===== src/rtl/return_address_stack.sv =====
// Return address stack for call/return prediction: circular buffer with
// overwrite-on-full, same-cycle replace backup, and flush rollback.
module return_address_stack #(
  parameter int DEPTH      = 8,
  parameter int ADDR_WIDTH = 32
) (
  input  logic                  clk,
  input  logic                  rst_n,
  input  logic                  RAS_push,
  input  logic [ADDR_WIDTH-1:0] push_addr,
  input  logic                  RAS_pop,
  input  logic                  RAS_rollback_pop_id,
  input  logic                  RAS_rollback_push_id,
  input  logic                  RAS_rollback_push_ex,
  input  logic                  WR_ra_track_en,
  input  logic [4:0]            WR_ra_track_data,
  output logic [ADDR_WIDTH-1:0] RAS_top,
  output logic                  RAS_top_valid,
  output logic [4:0]            RAS_ra_track,
  output logic                  RAS_full
);

  localparam int PTR_W = $clog2(DEPTH);
  localparam int CNT_W = $clog2(DEPTH + 1);

  logic [ADDR_WIDTH-1:0] entry [DEPTH];
  logic [ADDR_WIDTH-1:0] bk;
  logic                  bk_valid, bk_valid_next;
  logic [PTR_W-1:0]      wp, wp_next, wp_m1;
  logic [CNT_W-1:0]      cnt, cnt_next;
  logic [4:0]            ra_track;

  logic rollback, do_push, do_pop, do_replace, restore;
  int   delta, cnt_rb;

  assign wp_m1      = wp - PTR_W'(1);
  assign rollback   = RAS_rollback_pop_id | RAS_rollback_push_id | RAS_rollback_push_ex;
  assign do_push    = RAS_push & ~RAS_pop & ~rollback;
  assign do_pop     = RAS_pop & ~RAS_push & ~rollback;
  assign do_replace = RAS_push & RAS_pop & ~rollback;
  // Paired ID rollbacks undo a replace: the overwritten entry comes back from bk.
  assign restore    = RAS_rollback_pop_id & RAS_rollback_push_id & bk_valid;

  // NOTE: every variable driven here gets a default first so no latch is inferred.
  always_comb begin
    wp_next       = wp;
    cnt_next      = cnt;
    bk_valid_next = bk_valid;
    delta  = int'(RAS_rollback_push_id) + int'(RAS_rollback_push_ex)
           - int'(RAS_rollback_pop_id);
    cnt_rb = int'(cnt) + delta;
    if (cnt_rb < 0)     cnt_rb = 0;
    if (cnt_rb > DEPTH) cnt_rb = DEPTH;

    if (rollback) begin
      wp_next       = wp + PTR_W'(delta);
      cnt_next      = CNT_W'(cnt_rb);
      bk_valid_next = 1'b0;
    end else if (do_replace) begin
      bk_valid_next = 1'b1;
    end else if (do_push) begin
      wp_next       = wp + PTR_W'(1);
      cnt_next      = (cnt == CNT_W'(DEPTH)) ? cnt : cnt + CNT_W'(1);
      bk_valid_next = 1'b0;
    end else if (do_pop) begin
      bk_valid_next = 1'b0;
      if (cnt != '0) begin
        wp_next  = wp_m1;
        cnt_next = cnt - CNT_W'(1);
      end
    end
  end

  // NOTE: state registers use non-blocking assignments so all updates see pre-edge values.
  always_ff @(posedge clk or negedge rst_n) begin
    if (!rst_n) begin
      wp       <= '0;
      cnt      <= '0;
      bk_valid <= 1'b0;
      ra_track <= 5'd1;
    end else begin
      wp       <= wp_next;
      cnt      <= cnt_next;
      bk_valid <= bk_valid_next;
      if (WR_ra_track_en)
        ra_track <= WR_ra_track_data;
      else if (RAS_pop && !rollback)
        ra_track <= 5'd1;
    end
  end

  // NOTE: entry storage and bk are deliberately unreset; cnt/bk_valid qualify them.
  always_ff @(posedge clk) begin
    if (do_push)
      entry[wp] <= push_addr;
    else if (do_replace) begin
      entry[wp_m1] <= push_addr;
      bk           <= entry[wp_m1];
    end else if (restore)
      entry[wp_m1] <= bk;
  end

  assign RAS_top       = entry[wp_m1];
  assign RAS_top_valid = (cnt != '0);
  assign RAS_full      = (cnt == CNT_W'(DEPTH));
  assign RAS_ra_track  = ra_track;

endmodule


===== config.mk =====
export PLATFORM = sky130hd
export DESIGN_NAME = return_address_stack
export DESIGN_NICKNAME = d
export VERILOG_FILES = /design/src/rtl/return_address_stack.sv
export SDC_FILE = /design/constraint.sdc
export NUM_CORES = 1
export LEC_CHECK = 0
export ABC_AREA = 1
export CORE_ASPECT_RATIO = 2
export CORE_MARGIN = 1
export CORE_UTILIZATION = 30
export CTS_BUF_LIST = sky130_fd_sc_hd__clkbuf_16
export DETAILED_ROUTE_END_ITERATION = 8
export MAX_ROUTING_LAYER = met4
export PLACE_DENSITY = 0.5
export RECOVER_POWER = 50
export SKIP_LAST_GASP = 1
export SYNTH_ARGS = -nofsm -noshare
export SYNTH_HDL_FRONTEND = slang
export SYNTH_SLANG_ARGS = --single-unit

===== constraint.sdc =====
create_clock -name clk -period 10.06 [get_ports clk]
set_clock_uncertainty 0.05 [all_clocks]
set_input_delay 2.012 -clock clk [delete_from_list [all_inputs] [get_ports clk]]
set_output_delay 2.012 -clock clk [all_outputs]
set_load 0.005 [all_outputs]

==> impl_metrics.ini, run 1 <==
[status]
status = finished, violations left
failing_checks = capacitance limit, slew limit

[synth]
yosys.cell_count.top_type = sky130_fd_sc_hd__edfxtp_1
yosys-mux-area-fraction = 0.0290
synth_async_sr_flop_share = 0.0432
synthesis.area_um2 = 12400
synth-xor-area-share = 0.00614
count_of_flip_flops_with_a_built_in_enable_after_synthesis = 288
post_synth_fa_ha_maj_area_fraction = 0.0159
dominant_cell_type_by_area_after_synthesis = sky130_fd_sc_hd__edfxtp_1
synth_area_leaders = sky130_fd_sc_hd__edfxtp_1, sky130_fd_sc_hd__nor2_1, sky130_fd_sc_hd__o21ai_0
main_combinational_cell_family_by_area_after_synthesis = compound AO/OA/AOI/OAI gates
warnings_from_yosys = 0
synth_compound_area_frac = 0.100
netlist_instances = 967
distinct_cells_synth = 42
postSynthRegisterBits = 301
postSynthAreaPerCell_um2 = 12.9
netlist.area_leader.share = 0.696
synth_commonest_cells = sky130_fd_sc_hd__edfxtp_1, sky130_fd_sc_hd__nor2_1, sky130_fd_sc_hd__o21ai_0
yosys_most_used_dff = sky130_fd_sc_hd__edfxtp_1
synth_sequential_area_ratio = 0.722
synth.net_count = 1026
synthSimpleGateAreaFrac = 0.0992

[routing]
route.final.wire_length_um = 29600
route.detailed.wl_per_inst_um = 18.5
antenna_violating_nets_post_route = 0
dr.first_iter.drc_count = 450
route.detailed.vias_per_inst = 4.75
detailroute.via_count = 7598
drcViolationCount = 0
drt-pass1-iter-count = 4

[global_route]
grt_overflow = 0
grt.total_usage = 0.147
grt_pass1_wl_um = 46300
grt_antenna_before_repair = 0
grt_max_degree = 82
via_count_of_the_first_global_routing_pass = 7952

[clock_network]
cts_htree_levels = 1
clk-insertion-delay-late_ns = 0.55
cts_tree = built
clk_pin_slew_worst_paths_ns = 0.07
cts_hold_repair.buffers = 0
numCtsBuffers = 28
cts.repair_timing.setup_buffer_count = 0
cts-root-to-sink-buffers = 3
cts_root_buf = sky130_fd_sc_hd__clkbuf_16
post_cts.resized_instances = 0
tritoncts_num_sinks = 301

[sta]
finalHoldWorstSlack_ns = 0.443
finalHoldViolCount = 0
slew_headroom = -0.714
tightestPinTransition_ns = 2.57
timing.final.crit_share = 0.779
timing_max_transition_violations_final = 68
finalWorstPathRequiredPeriod_ns = 7.83
timing.final.setup_violations = 0
rsz0062_at_grt = false
setup-tns-final_ns = 0
peak_clock_frequency_supported_by_timing_mhz = 128

[critical_path]
regToRegEndpoint = entry[0][23]
critical_path.top_delay_family = buffers and inverters
cp_cell_sequence = clkinv_2 > ha_1 > inv_2 > buf_4 > nor2_1 > o21ai_0 > a31oi_1 > clkdlybuf4s50_1
arrival_ns = 5.77
slowest_delay_ns = 1.34
critPathSlowestCell = sky130_fd_sc_hd__ha_1
path_buf_inv = 4
crit_path_max_fanout = 62
startpoint_type = flip-flop
capturing_element_type_of_the_critical_path = output port
path_class = flip-flop to output port
worstReg2RegStart = wp[0]
worstRegToRegCells = 10
cp.required_ns = 8.00
regToRegSetupSlack_ns = 4.15

[cells_and_area]
insertedDiodeCount = 0
area.growth.synth_to_final_pct = 18.6
stdcell_area_um2 = 14700
finalNonFillerCells = 1599
post_layout_nets = 1101
layout-drive-gt1-share = 0.0827

[worst_hold_path]
hold_path.startpoint = RAS_ra_track[3]
hp-class = flip-flop to flip-flop
worstHoldEndpoint = RAS_ra_track[3]
hold_depth = 1

[placement]
postPlaceCellArea_um2 = 13900
place.detailed.instances = 1547
finalWeightedCongestion = 0.756
place_hpwl_um = 17300
numPortBuffers = 83

[die]
initial_utilization = 0.303
row_count = 105
fp.dieArea_um2 = 42300
die_height_um = 290
ios = 84
die_w_um = 146
design.core.area_um2 = 41000

[run]
max_cap_viol_count = 2

[power_and_ir_drop]
vdd.ir_drop.worst_uv = 138
power_switching_share = 0.364
power.share.clock = 0.232
power_per_cell_area_nw_per_um2 = 303
cellLeakagePower_uw = 0.00491
share_comb_of_total_power = 0.421
cell_internal_pwr_uw = 2840
seq_power_share = 0.347
p_switching_uw = 1630
[cells in the final DEF (no fill, tap or decap), types with 2 or more instances in the layout]
cell type	netlist	layout
sky130_fd_sc_hd__o22ai_1	33	33
sky130_fd_sc_hd__o21ai_0	132	134
sky130_fd_sc_hd__nand4_1	2	2
sky130_fd_sc_hd__ha_1	11	11
sky130_fd_sc_hd__xor2_1	2	2
sky130_fd_sc_hd__nand2_2	8	6
sky130_fd_sc_hd__nand3_2	2	3
sky130_fd_sc_hd__xnor2_1	3	3
sky130_fd_sc_hd__dfrtp_1	12	11
sky130_fd_sc_hd__o21ai_2	2	2
sky130_fd_sc_hd__clkdlybuf4s50_1	0	75
sky130_fd_sc_hd__nand2_1	32	34
sky130_fd_sc_hd__a31oi_1	33	33
sky130_fd_sc_hd__o21ai_1	4	2
sky130_fd_sc_hd__edfxtp_1	288	288
sky130_fd_sc_hd__fa_1	3	3
sky130_fd_sc_hd__clkinv_2	0	3
sky130_fd_sc_hd__inv_2	10	10
sky130_fd_sc_hd__inv_1	22	28
sky130_fd_sc_hd__nor2_4	1	9
sky130_fd_sc_hd__a22o_1	4	4
sky130_fd_sc_hd__nand3_1	8	7
sky130_fd_sc_hd__clkinv_1	0	9
sky130_fd_sc_hd__dlygate4sd3_1	0	8
sky130_fd_sc_hd__nor2_1	250	242
sky130_fd_sc_hd__bufinv_16	0	2
sky130_fd_sc_hd__clkbuf_1	34	2
sky130_fd_sc_hd__mux2_1	0	32
sky130_fd_sc_hd__buf_4	1	13
sky130_fd_sc_hd__clkbuf_16	0	29
sky130_fd_sc_hd__a21oi_1	5	5
[through the flow]
stage | setup slack (ns) | utilization | total power, uW
after floorplan | 5.36 | - | 2650
after global placement | 3.12 | 0.339 | 3500
after detailed placement | 3.07 | 0.339 | 3510
after CTS | 2.46 | 0.361 | 4550
after global routing | 1.71 | 0.360 | 4760
final | 2.23 | 0.360 | 4460
[layout make-up]
class	count	area, um^2
tap	535	669
clock inverter	23	159
fill	4036	26200
clock buffer	29	726
inverter	32	121
multi-input combinational	581	3160
timing repair buffer	98	936
sequential	301	8980
[cells by family (layout without fill, tap and decap cells)]
family / Yosys count / in the layout
and+or+nand+nor: 307 / 307
buffers and inverters: 85 / 182
adders and majority gates: 14 / 14
xor gates and xnor gates: 7 / 7
AOI/OAI and AO/OA: 221 / 221
DFF: 301 / 301
muxes: 32 / 32
[routing by layer]
layer  GRT usage  up-vias  wire length (um)
met2       0.277      113             16300
met3      0.0146       37               796
met5           -        -                 0
met4      0.0467        0               629
met1       0.158     3798             12000
li1            -     3650                 -
[power groups by stage]
stage	clock (uW)	combinational, uW	sequential [uW]
finish	1030	1880	1550
global route	1100	2100	1560
CTS	1060	1940	1550
detailed placement	0	1930	1580
global placement	0	1920	1580
floorplan	0	1110	1540
[sequential cells by signal, summed over array words and instances, names as in the netlist]
register      count
RAS_ra_track      5
bk               32
bk_valid          1
cnt               4
entry           256
wp                3
[worst max-delay path by stage]
stage	to	from	cells past startpoint	slack, ns
2_1_floorplan	entry[6][0]	RAS_rollback_push_id	7	5.36
3_3_place_gp	RAS_top[22]	wp[0]	9	3.12
3_5_place_dp	RAS_top[22]	wp[0]	9	3.07
4_1_cts	RAS_top[22]	wp[0]	9	2.46
5_1_grt	RAS_top[18]	wp[0]	8	1.71
6_report	RAS_top[18]	wp[0]	8	2.23
[worst register-to-register path, cell delays in order, from the launching register on]
cell	delay [ns]
sky130_fd_sc_hd__dfrtp_4	0.80
sky130_fd_sc_hd__clkinv_2	0.84
sky130_fd_sc_hd__ha_1	1.38
sky130_fd_sc_hd__inv_2	0.61
sky130_fd_sc_hd__buf_4	0.42
sky130_fd_sc_hd__nand2_1	0.15
sky130_fd_sc_hd__o21ai_2	0.09
sky130_fd_sc_hd__inv_2	0.07
sky130_fd_sc_hd__nand2_1	0.13
sky130_fd_sc_hd__nor2_4	0.57
sky130_fd_sc_hd__buf_4	0.45
No activity file was read; power rests on OpenSTA's default activity.
==> run 2, diff against run 1 <==
PLACE_DENSITY = 0.52   (was 0.5)
clock period = 7.1 ns   (was 10.06 ns; I/O delays follow)
==> run 2 against run 1 <==
Effect of this change:
- the run still ends with capacitance limit, slew limit left
- clock power rose by 32%
- register-to-register slack got worse by 1.7 ns
- first-iteration DRC count fell by 6.0%
- non-clock buffer count rose by 1
- cell count fell by 0.19%
- critical path depth rose by 1
- largest power group unchanged
- worst hold slack got worse by 0.0012 ns
- flip-flop and latch count did not move
- critical path type unchanged
- global-route usage fell by 0.31 points
- critical endpoint is now RAS_top[20]
- clock-buffer cell count fell by 2
==> impl_metrics.ini, run 2 (synthesis results as in run 1) <==
[global_route]
grt_pass1_wl_um = 45600
via_count_of_the_first_global_routing_pass = 7981
grt_overflow = 0
grt.total_usage = 0.144
grt_antenna_before_repair = 0
grt_max_degree = 97

[die]
row_count = 105
die_w_um = 146
initial_utilization = 0.303
ios = 84
fp.dieArea_um2 = 42300
die_height_um = 290
design.core.area_um2 = 41000

[sta]
setup-tns-final_ns = 0
timing.final.crit_share = 0.882
peak_clock_frequency_supported_by_timing_mhz = 160
finalWorstPathRequiredPeriod_ns = 6.26
rsz0062_at_grt = false
finalHoldViolCount = 0
tightestPinTransition_ns = 2.40
timing.final.setup_violations = 0
timing_max_transition_violations_final = 58
finalHoldWorstSlack_ns = 0.441
slew_headroom = -0.599

[routing]
dr.first_iter.drc_count = 423
drcViolationCount = 0
detailroute.via_count = 7630
route.detailed.wl_per_inst_um = 18.3
route.final.wire_length_um = 29300
antenna_violating_nets_post_route = 0
drt-pass1-iter-count = 4
route.detailed.vias_per_inst = 4.78

[power_and_ir_drop]
cell_internal_pwr_uw = 3940
seq_power_share = 0.353
p_switching_uw = 2290
vdd.ir_drop.worst_uv = 363
share_comb_of_total_power = 0.428
cellLeakagePower_uw = 0.00486
power_switching_share = 0.368
power.share.clock = 0.219
power_per_cell_area_nw_per_um2 = 425
totalPowerFinal_uw = 6230

[cells_and_area]
area.growth.synth_to_final_pct = 18.0
max_flop_register = entry
final_core_util = 0.358
layout.area.seq_um2 = 8980
most-common-layout-cells = sky130_fd_sc_hd__edfxtp_1, sky130_fd_sc_hd__nor2_1, sky130_fd_sc_hd__o21ai_0
largest_register_ff_count = 256
leading_cell_type_in_the_layout_fill_and_taps_excluded = sky130_fd_sc_hd__edfxtp_1
insertedDiodeCount = 0
layout-drive-gt1-share = 0.0848
multiInputGateArea_um2 = 3160
filler_cell_count = 3985
post_layout_nets = 1101

[clock_network]
cts_root_buf = sky130_fd_sc_hd__clkbuf_16
tritoncts_num_sinks = 301
clk_pin_slew_worst_paths_ns = 0.07
cts_tree = built
cts_hold_repair.buffers = 0
cts.repair_timing.setup_buffer_count = 0
numCtsBuffers = 27
cts-root-to-sink-buffers = 3
cts_htree_levels = 1
clk-insertion-delay-late_ns = 0.53
post_cts.resized_instances = 0

[run]
max_cap_viol_count = 2

[status]
failing_checks = capacitance limit, slew limit
status = finished, violations left

[placement]
numPortBuffers = 83
place_hpwl_um = 17100
finalWeightedCongestion = 0.795

[critical_path]
crit_path_max_fanout = 58
capturing_element_type_of_the_critical_path = output port
critPathSlowestCell = sky130_fd_sc_hd__dfrtp_4
path_class = flip-flop to output port
startpoint = wp[0]
cp_cell_sequence = clkinv_2 > ha_2 > inv_2 > buf_4 > o21ai_0 > o22ai_1 > nor2_1 > a31oi_1 > clkdlybuf4s50_1
startpoint_type = flip-flop
slowest_delay_ns = 0.83
worstReg2RegStart = wp[0]
cp.required_ns = 5.63
arrival_ns = 4.79

[worst_hold_path]
hold_path.startpoint = RAS_ra_track[2]
hp-class = flip-flop to flip-flop
## run 2: changes by cell type in the layout (fill, tap and decap cells not counted), sizes merged
cell / before / now
clkinv: 13 / 14
clkinvlp: 0 / 1
clkbuf: 31 / 29
bufinv: 2 / 1
inv: 40 / 37
buf: 13 / 14
## run 2: critical path, delay by kind of cell (launching register included)
kind | cells | cell delay, ns
buf+inv | 4 | 2.16
compound gates | 3 | 0.67
fa+ha+maj | 1 | 0.45
simple gates | 1 | 0.07
flops | 1 | 0.83
## run 2: path summary, 6_finish.rpt
kind / endpoint / slack (ns) / cells past startpoint
setup / recovery: RAS_top[20] / 0.84 / 9
hold / removal: RAS_ra_track[2] / 0.44 / 1
setup reg to reg: entry[4][26] / 2.46 / 10
hold reg to reg: RAS_ra_track[2] / 0.44 / 1
max in group asynchronous: wp[0] / 5.17 / 1
min in group asynchronous: cnt[3] / 1.31 / 1
## run 2: cell type report
cell class                      instances  area share
Sequential cell                       301       0.612
Multi-Input combinational cell        581       0.216
Clock inverter                         21     0.00844
Inverter                               32     0.00827
Tap cell                              535      0.0456
Timing Repair Buffer                   99      0.0643
Clock buffer                           27      0.0460
## run 2: per-layer routing
metal,GRT usage,routed length [um],vias to the layer above
met2,0.265,15800,142
met5,-,0,-
met1,0.160,11700,3803
met4,0.0411,657,0
met3,0.0167,1030,41
li1,-,-,3644
## run 2: metrics by stage
stage	worst slack [ns]	area, um^2	instances
final	0.837	14700	1596
after global routing	0.455	14700	1596
after CTS	0.730	14700	1596
after detailed placement	1.34	13900	1548
after global placement	1.44	13900	1548
after floorplan	2.99	12400	967
## run 2: power groups by stage
stage / clock (uW) / sequential, uW / combinational (uW)
finish: 1360 / 2200 / 2670
global placement: 0 / 2240 / 2720
floorplan: 0 / 2180 / 1570
detailed placement: 0 / 2240 / 2740
global route: 1460 / 2210 / 2990
CTS: 1400 / 2200 / 2750
